==> config.mk <==
export PLATFORM = sky130hd
export DESIGN_NAME = parking_sensor_array
export DESIGN_NICKNAME = d
export VERILOG_FILES = /design/src/rtl/parking_sensor_array.sv
export SDC_FILE = /design/constraint.sdc
export NUM_CORES = 1
export LEC_CHECK = 0
export CORE_AREA = 4 4 116 118
export CTS_CLUSTER_DIAMETER = 200
export CTS_CLUSTER_SIZE = 20
export DETAILED_ROUTE_END_ITERATION = 10
export DIE_AREA = 0 0 120 122
export GPL_TIMING_DRIVEN = 0
export PLACE_DENSITY = 0.81
export REMOVE_ABC_BUFFERS = 1
export SLEW_MARGIN = 20
export SYNTH_ARGS = -nofsm -noshare
export SYNTH_HDL_FRONTEND = slang
export SYNTH_SLANG_ARGS = --single-unit
==> constraint.sdc <==
create_clock -name clk -period 5.1 [get_ports clk]
set_clock_uncertainty 0.2 [all_clocks]
set_input_delay 1.02 -clock clk [delete_from_list [all_inputs] [get_ports clk]]
set_output_delay 1.02 -clock clk [all_outputs]
set_load 0.01 [all_outputs]
==> src/rtl/parking_sensor_array.sv <==
// Polls N_CH SPI occupancy sensors once per poll period and debounces each channel's occupancy bit.
// A frame registers in the cycle HOLD ends. Events fire in that same cycle. There is no backpressure; a tick that arrives mid-scan is dropped and sets overrun.
module parking_sensor_array #(
  parameter int N_CH      = 4,
  parameter int POLL_DIV  = 3333333,
  parameter int SCLK_HALF = 50,
  parameter int SETUP     = 1500,
  parameter int BYTE_GAP  = 1000,
  parameter int DEBOUNCE  = 3
) (
  input  logic            clk,
  input  logic            rst,
  input  logic            miso,
  output logic [N_CH-1:0] ss_n,
  output logic            sclk,
  output logic            mosi,
  output logic [N_CH-1:0] parked,
  output logic            evt_valid,
  output logic [3:0]      evt_ch,
  output logic            evt_parked,
  output logic            frame_valid,
  output logic [39:0]     frame_data,
  output logic [3:0]      frame_ch,
  output logic            busy,
  output logic            overrun
);

  localparam int PW    = (POLL_DIV > 1) ? $clog2(POLL_DIV) : 1;
  localparam int T_MAX = (SETUP > 2*SCLK_HALF) ? ((SETUP > BYTE_GAP) ? SETUP : BYTE_GAP)
                                               : ((2*SCLK_HALF > BYTE_GAP) ? 2*SCLK_HALF : BYTE_GAP);
  localparam int TW    = $clog2(T_MAX + 1);
  localparam int CW    = (N_CH > 1) ? $clog2(N_CH) : 1;

  typedef enum logic [2:0] {S_IDLE, S_SEL, S_SHIFT, S_GAP, S_HOLD, S_DESEL} state_t;

  state_t          state;
  logic [PW-1:0]   poll_cnt;
  logic            tick;
  logic [TW-1:0]   tmr;
  logic [5:0]      bit_cnt;
  logic [CW-1:0]   ch;
  logic [CW-1:0]   ch_nxt;
  logic [39:0]     shreg;
  logic [3:0]      db_cnt [N_CH];

  assign tick   = (poll_cnt == PW'(POLL_DIV - 1));
  assign ch_nxt = ch + 1'b1;
  assign mosi   = 1'b0;

  always_ff @(posedge clk) begin
    if (rst) poll_cnt <= '0;
    else     poll_cnt <= tick ? '0 : poll_cnt + 1'b1;
  end

  always_ff @(posedge clk) begin
    if (rst) begin
      state       <= S_IDLE;
      tmr         <= '0;
      bit_cnt     <= '0;
      ch          <= '0;
      shreg       <= '0;
      ss_n        <= '1;
      sclk        <= 1'b0;
      parked      <= '0;
      evt_valid   <= 1'b0;
      evt_ch      <= '0;
      evt_parked  <= 1'b0;
      frame_valid <= 1'b0;
      frame_data  <= '0;
      frame_ch    <= '0;
      busy        <= 1'b0;
      overrun     <= 1'b0;
      for (int i = 0; i < N_CH; i++) db_cnt[i] <= '0;
    end else begin
      frame_valid <= 1'b0;
      evt_valid   <= 1'b0;
      if (tick && busy) overrun <= 1'b1;

      case (state)
        S_IDLE: begin
          if (tick) begin
            state <= S_SEL;
            busy  <= 1'b1;
            ch    <= '0;
            tmr   <= '0;
            ss_n  <= ~(N_CH'(1));
          end
        end

        S_SEL: begin
          if (tmr == TW'(SETUP - 1)) begin
            tmr     <= '0;
            bit_cnt <= '0;
            state   <= S_SHIFT;
          end else begin
            tmr <= tmr + 1'b1;
          end
        end

        // Mode 0: MISO is captured on the same edge that raises sclk.
        S_SHIFT: begin
          if (tmr == TW'(SCLK_HALF - 1)) begin
            sclk  <= 1'b1;
            shreg <= {shreg[38:0], miso};
          end
          if (tmr == TW'(2*SCLK_HALF - 1)) begin
            sclk    <= 1'b0;
            tmr     <= '0;
            bit_cnt <= bit_cnt + 1'b1;
            if (bit_cnt == 6'd39)
              state <= S_HOLD;
            else if (bit_cnt[2:0] == 3'd7 && BYTE_GAP > 0)
              state <= S_GAP;
          end else begin
            tmr <= tmr + 1'b1;
          end
        end

        S_GAP: begin
          if (tmr == TW'(BYTE_GAP - 1)) begin
            tmr   <= '0;
            state <= S_SHIFT;
          end else begin
            tmr <= tmr + 1'b1;
          end
        end

        S_HOLD: begin
          if (tmr == TW'(SETUP - 1)) begin
            tmr         <= '0;
            state       <= S_DESEL;
            ss_n        <= '1;
            frame_valid <= 1'b1;
            frame_data  <= shreg;
            frame_ch    <= 4'(ch);
            // Occupancy is the first bit received; flip only after DEBOUNCE disagreeing frames in a row.
            if (shreg[39] == parked[ch]) begin
              db_cnt[ch] <= '0;
            end else if (db_cnt[ch] == 4'(DEBOUNCE - 1)) begin
              db_cnt[ch] <= '0;
              parked[ch] <= shreg[39];
              evt_valid  <= 1'b1;
              evt_ch     <= 4'(ch);
              evt_parked <= shreg[39];
            end else begin
              db_cnt[ch] <= db_cnt[ch] + 1'b1;
            end
          end else begin
            tmr <= tmr + 1'b1;
          end
        end

        S_DESEL: begin
          if (tmr == TW'(SETUP - 1)) begin
            tmr <= '0;
            if (ch == CW'(N_CH - 1)) begin
              state <= S_IDLE;
              busy  <= 1'b0;
            end else begin
              ch    <= ch_nxt;
              ss_n  <= ~(N_CH'(1) << ch_nxt);
              state <= S_SEL;
            end
          end else begin
            tmr <= tmr + 1'b1;
          end
        end

        default: state <= S_IDLE;
      endcase
    end
  end

endmodule

# Word-level counts from Yosys, hierarchy flattened
# Memories as Yosys holds them, arrays and structs flattened. A register that Yosys moved wholly into a read port is not among the register bits.
# Index checks and enable logic that the tools add are counted.
[word_totals]
register_bits = 142
ramBits = 16
inputBits = 3
mem_count = 1
[mem_list]
columns = ["memory", "depth", "word_bits", "read_ports", "rd_clocked_by_memory_dff", "wr", "line_no", "text"]
rows = [
  ["db_cnt", 4, 4, 1, 1, 4, "44", "logic [3:0] db_cnt [N_CH];"],
]
[classes]
n_addsub = 5
order_cmp = 2
eq_ne = 24
n_shift = 1
mux = 65
bitwise_logic = 5
n_reduce_logical = 22
[op_table]
columns = ["cell", "n"]
rows = [
  ["11-bit 2-to-1 mux", 4],
  ["11-bit one-hot mux with 4 select lines", 1],
  ["1-bit 2-to-1 mux", 29],
  ["4-bit 2-to-1 mux", 7],
  ["3-bit 2-to-1 mux", 8],
  ["22-bit by 1-bit adder with 22-bit output (second input constant)", 1],
  ["22-bit == test (second input constant)", 1],
  ["3-bit one-hot mux with 6 select lines", 1],
  ["2-bit != test (second input constant)", 8],
  ["2-bit 2-to-1 mux", 6],
  ["6-bit 2-to-1 mux", 2],
  ["4-bit one-hot mux with 3 select lines", 1],
  ["6-bit one-hot mux with 2 select lines", 1],
  ["4-bit AND reduction", 3],
  ["11-bit by 1-bit adder with 11-bit output (second input constant)", 1],
  ["11-bit by 10-bit == test with 1-bit output (second input constant)", 1],
  ["11-bit == test (second input constant)", 1],
  ["11-bit by 6-bit == test with 1-bit output (second input constant)", 1],
  ["11-bit by 7-bit == test with 1-bit output (second input constant)", 1],
  ["3-bit == test (second input constant)", 3],
  ["2-bit AND reduction", 4],
  ["7-bit AND reduction", 1],
  ["6-bit by 1-bit adder with 6-bit output (second input constant)", 1],
  ["3-bit by 2-bit == test with 1-bit output (second input constant)", 2],
  ["29 further kinds", 35],
]

# Logic depth before layout (Yosys ltp)
[depth]
ltp_word = 12
ltp_mapped = 9
mapped_depth_nobuf = 8

# Least setup slack after synthesis
# No wires, ideal clock.
[synth_timing]
kind = "register to register"
from = "reg (tool-made name)"
to = "reg evt_ch[0]"
t_arrival_ps = 2200
slack_ps = 2572
stages_incl_launch_ff = 9
n_path_buf = 1
cell_sequence = "dfxtp_1 > mux4_1 > inv_1 > ha_1 > or3b_4 > nor3_2 > buf_6 > mux2i_1 > nor2_1"
[synth_lines]
columns = ["item", "line_no", "text"]
rows = [
  ["end signal, assigned", "143", "evt_ch <= 4'(ch);"],
  ["end, declared", "19", "output logic [3:0] evt_ch,"],
]

# Worst setup path after layout
[layout_timing]
from = "reg state[2]"
to = "reg evt_ch[0]"
[layout_via]
elab_chain_cells = 2
[layout_lines]
columns = ["item", "line_no", "text"]
rows = [
  ["start, declared", "36", "state_t state;"],
  ["start signal, assigned", "57", "state <= S_IDLE;"],
  ["start signal, assigned", "82", "state <= S_SEL;"],
  ["start signal, assigned", "94", "state <= S_SHIFT;"],
  ["3-bit == test", "79", "case (state)"],
  ["4-bit AND reduction (no source line)", "n/a", ""],
]
# Every way passes these cells.
# A chain may end at the register's enable or synchronous reset.

==> impl_metrics.tcl <==
set metrics [dict create \
    cts_made_buffers 17 \
    leakage_nw 2.73 \
    slew_headroom_pct 29.6 \
    worstSetupStartpoint "state[2]$_SDFFE_PP0P_" \
    peakVddDrop_v 0.000217 \
    setup.worst_path.end "evt_ch[0]$_SDFFE_PP0P_" \
    synth_cell_type_count 57 \
    place_congestion 0.810 \
    crit_buf_inv 0 \
    clockBufferDepth 2 \
    num_vias 5440 \
    crit_path_max_fanout 44 \
    ctsHoldBuffers 0 \
    timing.fmax_mhz 305 \
    hold_path_class "reg2reg" \
    rsz0062_at_grt "no" \
    hold_viol 0 \
    cellPowerDensity_mw_per_mm2 320 \
    synth-compound-area-share_pct 11.6 \
    post-place-ws_ps 1820 \
    first_pass_iters 5 \
    ys_seq_elements 160 \
    ctsResizeCount 0 \
    r2r-start "state[2]$_SDFFE_PP0P_" \
    ys_async_sr_fraction_pct 0 \
    synth_fa_ha_area_share_pct 2.97 \
    layout_common_cells "209 x nand2_1, 144 x dfxtp_1, 97 x a21oi_1, 59 x clkdlybuf4s50_1, 53 x nor2_1" \
    path_depth 5 \
    fin_crit_ps 3280 \
    syn_area_mm2 0.00673 \
    slowest_delay_ps 810 \
    post_cts.repair.setup_buffers 0 \
    synthCells 789 \
    synthXorXnorAreaFrac_pct 3.25 \
    pwr-share-comb_pct 1.5 \
    clkTransAtPathRegs_ps 70 \
    io-pin-count 66 \
    p_total_mw 2.56 \
    worst_slew_pin_slew_ps 1050 \
    swShare_pct 22.5 \
    path_delay_family "simple AND/OR/NAND/NOR gates" \
    slew_violations 0 \
    h-tree-depth 4 \
    synth_edf_count 16 \
    start_kind "flip-flop" \
    synthMuxAreaShare_pct 2.38 \
    groute.usage.overall_pct 19.6 \
    dp_cells 979 \
    power.internal_mw 1.99 \
    core_mm2 0.0125 \
    numClockSinks 160 \
    rows 41 \
    avgSynthCellArea_um2 8.53 \
    io_buffers 60 \
    antenna_found_initial 0 \
    root_buffer "clkbuf_16" \
    yosysWarnings 0 \
    ys.flop_type "dfxtp_1" \
    drt_iter0_drc 541 \
    status "finished, final reports clean" \
    r2r_end "evt_ch[0]$_SDFFE_PP0P_" \
    initial_core_util_pct 54.0 \
    n_antenna_cell 0 \
    die_w_um 120 \
    cts_tree "done" \
    required_ps 5190 \
    detail_route.wl_per_cell_um 13.8 \
    clk_latency_ps 420 \
    grt_max_degree 67 \
    synth_simple_gate_area_share_pct 25.0 \
    wirelength_um 13900 \
    syn_to_final_growth_pct 18.9 \
    vias_per_cell 5.38 \
    power.switching_mw 0.576 \
    fp.dieH_um 122 \
    dp_hpwl_um 9170 \
    grt_pass1_vias 4899 \
    drive_above_1_share_pct 6.32 \
    final_cells 1011 \
    max_cap_viol_count 0 \
    rrSetupSlack_ps 1820 \
    setup.worst_path.class "reg2reg" \
    drc 0 \
    setup_ws_ps 1820 \
    ys_seq_area_share_pct 50.0 \
    crit_chain "nor3b_1 -> nand4_4 -> nor3_2 -> mux2i_1 -> nor2_1" \
    seqPwrFrac_pct 49.8 \
    die-area_mm2 0.0146 \
    period_share_pct 64.3 \
    whs_path_depth 2 \
    slowest_stage "nor3_2" \
    setup_tns_ps 0 \
    worst_hold_slack_ps 249 \
    synth_top_family_by_area "simple AND/OR/NAND/NOR gates" \
    final_common_cell "nand2_1" \
    ant_nets 0 \
    setup_viol 0 \
    end_kind "flip-flop" \
    crit_arrival_ps 3370 \
    grt_pass1_wl_um 23400 \
    nets 845 \
    grt_overflow 0 \
    rr_worst_depth 5 \
    clkPwrFrac_pct 48.7 \
]
-- worst min path at each step --
| stage | startpoint | end |
|---|---|---|
| after floorplan | poll_cnt[0]$_SDFF_PP0_ | poll_cnt[0]$_SDFF_PP0_ |
| after global placement | poll_cnt[0]$_SDFF_PP0_ | poll_cnt[0]$_SDFF_PP0_ |
| after detailed placement | frame_data[37]$_SDFFE_PP0P_ | frame_data[37]$_SDFFE_PP0P_ |
| after CTS | frame_data[37]$_SDFFE_PP0P_ | frame_data[37]$_SDFFE_PP0P_ |
| after global routing | frame_data[26]$_SDFFE_PP0P_ | frame_data[26]$_SDFFE_PP0P_ |
| final | frame_data[28]$_SDFFE_PP0P_ | frame_data[28]$_SDFFE_PP0P_ |
-- layer usage --
layer	vias up	share of wire, %	GRT usage (%)	routed length, um
li1	2747	-	-	-
met1	2555	46	26.1	6460
met2	124	48	31.6	6630
met3	14	4.8	3.99	666
met4	0	1.4	7.59	193
met5	-	0	0	0
-- final cells by class --
type	count	area, um2
clock inverter	14	149
clock buffer	18	439
inverter	20	75.1
tap	172	215
multi-input combinational	562	3080
timing repair buffer	65	676
fill	1018	4470
sequential	160	3360
-- worst register-to-register path, stage by stage, from the launching register on --
cell and delay (ps):
dfxtp_1 520, nor3b_1 570, nand4_4 710, nor3_2 820, mux2i_1 260, nor2_1 60
-- state kept, by name, indices dropped and copies added, names as in the netlist, named ones only --
signal       cells
frame_data      40
shreg           40
poll_cnt        22
db_cnt          16
tmr             11
bit_cnt          6
parked           4
ss_n             4
state            3
ch               2
evt_ch           2
frame_ch         2
busy             1
evt_parked       1
evt_valid        1
frame_valid      1
overrun          1
sclk             1
-- stage by stage --
step	cell area (um2)	utilization, %
2_1_floorplan	6500	-
3_3_place_gp	7320	58.7
3_5_place_dp	7410	59.5
4_1_cts	8000	64.2
5_1_grt	8000	64.2
6_report	8000	64.2
-- cell families after synthesis --
kind of cell | count (synthesis)
muxes | 9
DFF | 160
xor gates and xnor gates | 25
AOI/OAI and AO/OA | 141
and+or+nand+nor | 366
buffers and inverters | 71
adders and majority gates | 16
other | 1
-- synthesized netlist by cell type (all sizes together), types with 10 or more instances --
cell | number | area, um2
buf | 16 | 110
and3 | 10 | 62.6
or3 | 14 | 87.6
dfxtp | 144 | 2880
clkbuf | 35 | 131
o21ai | 17 | 85.1
edfxtp | 16 | 480
nor2 | 53 | 199
nand4 | 10 | 68.8
ha | 16 | 200
a21oi | 98 | 494
xor2 | 19 | 166
nand2 | 209 | 785
inv | 20 | 75.1
nand3 | 22 | 110
-- power by group through the flow --
stage / logic [mW] / clock network [mW] / registers, mW
2_1_floorplan: 0.0164 / 0 / 1.30
3_3_place_gp: 0.0358 / 0 / 1.31
3_5_place_dp: 0.0380 / 0 / 1.31
4_1_cts: 0.0385 / 1.26 / 1.28
5_1_grt: 0.0434 / 1.31 / 1.28
6_report: 0.0384 / 1.25 / 1.28
(Power assumes the default switching activity.)
